==> src/rtl/keypad_pkg.sv <==
// Shared types and constants for the 4x4 keypad scanner and its helpers.
// Latency: none (declarations only).
// Backpressure: not applicable.
//
// Contents:
//   state_t       scanner FSM states
//   KEY_W         key_code width for the standard 4x4 board
//   SETTLE_CYCLES cycles of row data ignored after each column change
//   HEX_LEGEND    board legend, indexed by row*4 + col
package keypad_pkg;

  typedef enum logic [1:0] {
    SCAN     = 2'd0,
    DEBOUNCE = 2'd1,
    PRESSED  = 2'd2,
    RELEASE  = 2'd3
  } state_t;

  localparam int KEY_ROWS = 4;
  localparam int KEY_COLS = 4;
  localparam int KEY_W    = $clog2(KEY_ROWS * KEY_COLS);

  // Two cycles of synchronizer latency plus one cycle for the column
  // drive and row lines to settle after the column moves.
  localparam int SETTLE_CYCLES = 3;

  // Printed legend, row-major:
  //   1 2 3 A
  //   4 5 6 B
  //   7 8 9 C
  //   E 0 F D
  localparam logic [KEY_W-1:0] HEX_LEGEND [KEY_ROWS*KEY_COLS] = '{
    4'h1, 4'h2, 4'h3, 4'hA,
    4'h4, 4'h5, 4'h6, 4'hB,
    4'h7, 4'h8, 4'h9, 4'hC,
    4'hE, 4'h0, 4'hF, 4'hD
  };

endpackage

==> src/rtl/keypad_scanner_sync_2ff.sv <==
// Two-flop synchronizer for a bus of independent, slowly changing inputs.
// Latency: 2 clk cycles from input change to q.
// Backpressure: none; samples every cycle.
//
// Ports:
//   clk    sampling clock
//   reset  asynchronous, active-low; q and the first stage load RESET_VAL
//   d      asynchronous input bus
//   q      synchronized output bus
module sync_2ff #(
  parameter int               WIDTH     = 1,
  parameter logic [WIDTH-1:0] RESET_VAL = '0
) (
  input  logic             clk,
  input  logic             reset,
  input  logic [WIDTH-1:0] d,
  output logic [WIDTH-1:0] q
);

  logic [WIDTH-1:0] meta;

  always_ff @(posedge clk or negedge reset) begin
    if (!reset) begin
      meta <= RESET_VAL;
      q    <= RESET_VAL;
    end else begin
      meta <= d;
      q    <= meta;
    end
  end

endmodule

==> src/rtl/keypad_scanner.sv <==
// Column-scan controller for a matrix keypad, paired with an external debouncer.
// Latency: key_valid one cycle after db_steady is sampled high; rows seen 2 cycles late.
// Backpressure: none; key_valid is a single-cycle pulse with no handshake.
//
// Ports:
//   clk, reset         system clock; asynchronous active-low reset
//   row                raw active-low rows (asynchronous)
//   col                active-low column drive, one-hot-low while scanning
//   db_in              synchronized rows, to the debouncer input
//   db_criterion       row pattern the debouncer must see held
//   db_period          constant debounce period (DB_CYCLES)
//   db_en / db_clr     debouncer enable / one-cycle restart pulse
//   db_steady          debouncer steady tick
//   key_code           last accepted key (raw index or board legend)
//   key_valid          one-cycle pulse per accepted key
//   key_held           high from acceptance until debounced release
//
// Build option: KEYPAD_HEX_MAP_EN translates key_code through the board
// legend (4x4 geometry only); without it key_code = row*COLS + col.
module keypad_scanner
  import keypad_pkg::*;
#(
  parameter int ROWS      = 4,
  parameter int COLS      = 4,
  parameter int SCAN_DIV  = 24000,
  parameter int DB_CYCLES = 480000
) (
  input  logic                         clk,
  input  logic                         reset,
  input  logic [ROWS-1:0]              row,
  output logic [COLS-1:0]              col,
  output logic [ROWS-1:0]              db_in,
  output logic [ROWS-1:0]              db_criterion,
  output logic [31:0]                  db_period,
  output logic                         db_en,
  output logic                         db_clr,
  input  logic                         db_steady,
  output logic [$clog2(ROWS*COLS)-1:0] key_code,
  output logic                         key_valid,
  output logic                         key_held
);

  localparam int KW = $clog2(ROWS * COLS);
  localparam int CW = (COLS > 1) ? $clog2(COLS) : 1;
  localparam int RW = (ROWS > 1) ? $clog2(ROWS) : 1;
  localparam int DW = (SCAN_DIV > 1) ? $clog2(SCAN_DIV) : 1;
  localparam int SW = $clog2(SETTLE_CYCLES + 1);

`ifdef KEYPAD_HEX_MAP_EN
  if (ROWS != 4 || COLS != 4) begin : g_hex_geom_err
    $error("keypad_scanner: KEYPAD_HEX_MAP_EN requires ROWS == COLS == 4");
  end
`endif

  state_t          state, state_nxt;
  logic [ROWS-1:0] rows_s;
  logic [ROWS-1:0] criterion;
  logic [CW-1:0]   col_idx;
  logic [DW-1:0]   div_cnt;
  logic [SW-1:0]   settle_cnt;
  logic            entry;       // first cycle of DEBOUNCE or RELEASE

  logic            div_tc;
  logic            settle_done;
  logic            one_low;
  logic            rows_match;
  logic            rows_idle;
  logic            advance;
  logic            accept;
  logic [RW-1:0]   row_idx;
  logic [KW-1:0]   key_idx;
  logic [KW-1:0]   key_code_nxt;

  // ------------------------------------------------------------------
  // Row synchronizer; idle (all-ones) out of reset so no phantom key.
  // ------------------------------------------------------------------
  sync_2ff #(
    .WIDTH     (ROWS),
    .RESET_VAL ({ROWS{1'b1}})
  ) u_row_sync (
    .clk   (clk),
    .reset (reset),
    .d     (row),
    .q     (rows_s)
  );

  assign db_in        = rows_s;
  assign db_criterion = criterion;
  assign db_period    = 32'(DB_CYCLES);

  // ------------------------------------------------------------------
  // Decode helpers
  // ------------------------------------------------------------------
  assign div_tc      = (div_cnt == DW'(SCAN_DIV - 1));
  assign settle_done = (settle_cnt == SW'(SETTLE_CYCLES));
  assign one_low     = ($countones(~rows_s) == 1);
  assign rows_match  = (rows_s == criterion);
  assign rows_idle   = (rows_s == {ROWS{1'b1}});

  // Row index of the single low bit in the captured criterion.
  always_comb begin
    row_idx = '0;
    for (int i = 0; i < ROWS; i++) begin
      if (!criterion[i]) row_idx = RW'(i);
    end
  end

  assign key_idx = KW'(int'(row_idx) * COLS + int'(col_idx));

`ifdef KEYPAD_HEX_MAP_EN
  assign key_code_nxt = KW'(HEX_LEGEND[key_idx]);
`else
  assign key_code_nxt = key_idx;
`endif

  // ------------------------------------------------------------------
  // FSM: state register
  // ------------------------------------------------------------------
  always_ff @(posedge clk or negedge reset) begin
    if (!reset) state <= SCAN;
    else        state <= state_nxt;
  end

  // ------------------------------------------------------------------
  // FSM: next state. A row mismatch is checked before db_steady so an
  // abort always wins over a coincident steady tick. db_steady is
  // ignored on the entry cycle while the debouncer is being cleared.
  // ------------------------------------------------------------------
  always_comb begin
    state_nxt = state;
    case (state)
      SCAN: begin
        if (settle_done && one_low) state_nxt = DEBOUNCE;
      end
      DEBOUNCE: begin
        if (!rows_match)               state_nxt = SCAN;
        else if (db_steady && !entry)  state_nxt = PRESSED;
      end
      PRESSED: begin
        if (rows_idle) state_nxt = RELEASE;
      end
      RELEASE: begin
        if (!rows_idle)                state_nxt = PRESSED;
        else if (db_steady && !entry)  state_nxt = SCAN;
      end
      default: state_nxt = SCAN;
    endcase
  end

  // ------------------------------------------------------------------
  // FSM: outputs
  // ------------------------------------------------------------------
  always_comb begin
    col    = {COLS{1'b1}};
    db_en  = 1'b0;
    db_clr = 1'b0;
    col[col_idx] = 1'b0;
    if (state == DEBOUNCE || state == RELEASE) begin
      db_clr = entry;
      db_en  = !entry;
    end
  end

  // ------------------------------------------------------------------
  // Datapath
  // ------------------------------------------------------------------
  // The column moves on a divider terminal count while scanning, and
  // also whenever DEBOUNCE or RELEASE hands control back to SCAN, so a
  // rejected or just-released key is not re-examined immediately.
  assign advance = (state == SCAN && state_nxt == SCAN && div_tc) ||
                   (state != SCAN && state_nxt == SCAN);
  assign accept  = (state == DEBOUNCE) && (state_nxt == PRESSED);

  always_ff @(posedge clk or negedge reset) begin
    if (!reset) begin
      col_idx    <= '0;
      div_cnt    <= '0;
      settle_cnt <= '0;
      entry      <= 1'b0;
      criterion  <= {ROWS{1'b1}};
      key_code   <= '0;
      key_valid  <= 1'b0;
      key_held   <= 1'b0;
    end else begin
      entry <= (state_nxt != state) &&
               (state_nxt == DEBOUNCE || state_nxt == RELEASE);

      if (state == SCAN && state_nxt == SCAN)
        div_cnt <= div_tc ? '0 : div_cnt + 1'b1;
      else
        div_cnt <= '0;

      if (advance)
        col_idx <= (col_idx == CW'(COLS - 1)) ? '0 : col_idx + 1'b1;

      if (advance)
        settle_cnt <= '0;
      else if (state == SCAN && !settle_done)
        settle_cnt <= settle_cnt + 1'b1;

      if (state == SCAN && state_nxt == DEBOUNCE)
        criterion <= rows_s;
      else if (state == PRESSED && state_nxt == RELEASE)
        criterion <= {ROWS{1'b1}};

      key_valid <= accept;
      if (accept) begin
        key_code <= key_code_nxt;
        key_held <= 1'b1;
      end else if (state == RELEASE && state_nxt == SCAN) begin
        key_held <= 1'b0;
      end
    end
  end

endmodule

==> config.mk <==
export PLATFORM = sky130hd
export DESIGN_NAME = keypad_scanner
export DESIGN_NICKNAME = d
export VERILOG_FILES = /design/src/rtl/keypad_pkg.sv /design/src/rtl/keypad_scanner_sync_2ff.sv /design/src/rtl/keypad_scanner.sv
export SDC_FILE = /design/constraint.sdc
export NUM_CORES = 1
export LEC_CHECK = 0
export CAP_MARGIN = 10
export CORE_MARGIN = 8
export CORE_UTILIZATION = 45
export CTS_CLUSTER_SIZE = 24
export DETAILED_ROUTE_END_ITERATION = 10
export DONT_BUFFER_PORTS = 1
export MAX_ROUTING_LAYER = met4
export SLEW_MARGIN = 20
export SYNTH_ARGS = -nofsm -noshare
export SYNTH_HDL_FRONTEND = slang
export SYNTH_HIERARCHICAL = 1
export SYNTH_SLANG_ARGS = --single-unit
==> constraint.sdc <==
create_clock -name clk -period 3 [get_ports clk]
set_input_delay 0.3 -clock clk [delete_from_list [all_inputs] [get_ports clk]]
set_output_delay 0.3 -clock clk [all_outputs]
set_load 0.01 [all_outputs]
==> results by group <==
Outcome
  • Status: finished clean

Synthesis
  • Synth top cells by count: buf_4 (32), dfrtp_1 (28), nor2_1 (23)
  • Synth Area in XOR/XNOR: 7.02%
  • Compound-Gate Fraction of Synth Area: 5.08%
  • Post-synthesis mux area share: 2.95%
  • EDFF count, synth: 0
  • Register area share after synthesis: 47.9%
  • Largest family of logic cells by synthesized area: simple AND/OR/NAND/NOR gates
  • Main synth FF type: dfrtp_1
  • Most frequent cell after synthesis: buf_4
  • Flops & latches, synth: 40
  • Dominant cells by area after synthesis: dfrtp_1 (33%), dfstp_2 (15%), buf_4 (11%)
  • Area leader, netlist: dfrtp_1
  • Asr flop ratio synth: 100%
  • Adder-cell area share of the yosys netlist: 6.26%
  • Avg Synthesized Cell Area: 10.9 um^2
  • Netlist cell types: 40
  • Post-synth top area share: 33.1%
  • Synth Area in Simple Gates: 16.5%
  • Cell Area, Synth: 2120 um^2
  • YS warnings: 6
  • Mapped Cells: 195

Pwr
  • VDD IR max: 0.390 mV
  • Leak: 1.04 nW
  • Power per cell area: 794 nW/um^2

Critical path
  • Worst path top cell family by delay: adder cells
  • Worst Path Required: 3.17 ns
  • Reg-to-reg endpoint: div_cnt[5]
  • Flop-to-flop setup slack: 0.21 ns
  • Worst Path Buf+Inv: 1
  • Critical Path End Type: flop
  • Crit Path Class: reg2reg
  • Critical R2R Launch: u_row_sync/q[1]
  • Critical Path Fanout Max: 13
  • Slowest stage delay, CP: 0.62 ns
  • Crit path launch type: flop
  • CP dominant cell by count: ha_1
  • Crit path DAT: 2.96 ns
  • CP cell instances: fa_1, inv_1, ha_1, ha_1, nand4bb_1, a222oi_1, a21boi_2, nand2b_2, nor2_1
  • Slowest CP cell: dfstp_2
  • Path depth of the worst reg2reg path: 9
  • Critical Path Stages: 9

Cells and area
  • Nets: 223
  • # diodes: 0
  • Area delta synth->final: 4.66%
  • Non-filler cells, final: 261
  • Share of post-route cells with drive strength above 1: 15.5%

GRT
  • First-pass GRT wire length: 5940 um
  • Overflow after GRT: 0
  • GRT Util Overall: 10.6%
  • Vias in the first global route: 1178
  • Largest net degree at the start of global routing: 41
  • Initial antenna violation count: 0

Hold path
  • Hold/Removal Path Class: in2reg
  • Hold wc startpoint: db_steady
  • Hold depth: 2
  • Hold EP: key_valid

Flow run
  • MaxCap Viol Count: 0

Floorplan
  • Horiz. Die Dim: 84.6 um
  • Io pins: 59
  • Die ar.: 7160 um^2
  • Die Height: 84.6 um
  • Site row count: 25
  • Starting density of the core: 45.8%
  • Core area: 4630 um^2

Clock tree
  • Worst skew pair latency: 0.29 ns
  • Max clock buf depth: 2
  • Clock transition at path regs: 0.07 ns
  • TritonCTS clock tree: yes
  • Clock Sinks: 40
  • Root buf cell: clkbuf_8
  • TritonCTS Buffers: 5
  • H-tree depth: 2

Route
  • Drt pass-1 iters: 4
  • DRT iter0 DRCs: 27
  • Via-to-Cell Ratio: 4.58
  • Routed vias: 1196
  • Residual DRC: 0
  • ANT nets after route: 0
  • Drt wl/cell: 13.5 um
  • Routed Wire Length: 3510 um

Timing
  • Setup violators final: 0
  • Hold Fails Final Rpt: 0
  • RSZ-0062 raised after global routing: false
  • Crit path time final: 2.79 ns
  • Worst Clk Skew: 0.00697 ns
  • Period utilization: 93.0%
  • Max Slew Vio Count: 0
  • Fmax achieved: 358 MHz
  • Setup TNS: 0 ns

Placed design
  • Gp weighted congestion: 0.736
  • Port bufs: 0
  • Placed Cells: 247
  • Detailed placement HPWL: 2540 um
layout by cell type, fill, tap and decap left out, types with 4 or more instances in the layout:
master and instances:
dlygate4sd3_1 5, dfstp_2 12, nand2_1 12, and2_1 4, nor2_1 23, inv_1 10
xor2_1 7, conb_1 32, clkbuf_8 6, dfrtp_1 28, ha_1 9, o22a_1 4
and3_1 5, xnor2_1 10
cells by family (layout without fill, tap and decap cells):
group                      count (synthesis)  after routing
AOI/OAI and AO/OA                         13             13
xor gates and xnor gates                  17             17
adders and majority gates                 10             10
buffers and inverters                     44             26
DFF                                       40             40
muxes                                      5              5
other                                      2             32
and+or+nand+nor                           64             64
per-layer routing:
layer / GRT usage, % / vias to the layer above / part of all wire, %
li1: - / 599 / -
met1: 11.9 / 561 / 47
met2: 16.5 / 30 / 45
met3: 4.00 / 6 / 6.3
met4: 4.85 / 0 / 1.6
met5: - / - / 0
sequential cells by signal, summed over array words and instances, names as in the netlist:
signal	flops
col_idx	2
settle_cnt	2
u_row_sync/q	4
key_valid	1
u_row_sync/meta	4
key_held	1
state	2
key_code	4
div_cnt	15
entry	1
db_criterion	4
power breakdown:
part / total (mW) / switching, mW / internal [mW]
Sequential: 0.848 / 0.160 / 0.688
Combinational: 0.555 / 0.309 / 0.246
Clock: 0.358 / 0.170 / 0.187
Total: 1.76 / 0.640 / 1.12
final cells by class:
| type | instances | area [um^2] |
|---|---|---|
| Fill cell | 430 | 2410 |
| Sequential cell | 40 | 1020 |
| Multi-Input combinational cell | 141 | 922 |
| Clock buffer | 8 | 90.1 |
| Timing Repair Buffer | 8 | 85.1 |
| Tap cell | 54 | 67.6 |
| Inverter | 10 | 37.5 |
through the flow:
stage	hold slack [ns]	worst slack, ns	total power, mW	cell area, um^2	util, %
floorplan	0.00441	0.375	1.34	2230	-
global placement	0.00622	0.245	1.40	2060	44.5
detailed placement	0.00621	0.194	1.40	2060	44.5
CTS	0.0000251	0.177	1.79	2200	47.5
global route	0.233	0.0384	1.90	2220	47.9
finish	0.227	0.210	1.76	2220	47.9
how the worst max path moves through the flow:
stage	slack, ns	endpoint	startpoint
after floorplan	0.37	col_idx[0]	u_row_sync/q[1]
after global placement	0.24	div_cnt[2]	u_row_sync/q[1]
after detailed placement	0.19	div_cnt[12]	u_row_sync/q[1]
after CTS	0.18	div_cnt[8]	u_row_sync/q[1]
after global routing	0.04	div_cnt[5]	u_row_sync/q[1]
final	0.21	div_cnt[5]	u_row_sync/q[1]
what timing repair did:
item                      CTS  global route
hold endpoints to repair   42             2
gates resized for setup     0             0
hold buffers                4             2
setup buffers               0             0
No activity file was read; power rests on OpenSTA's default activity.
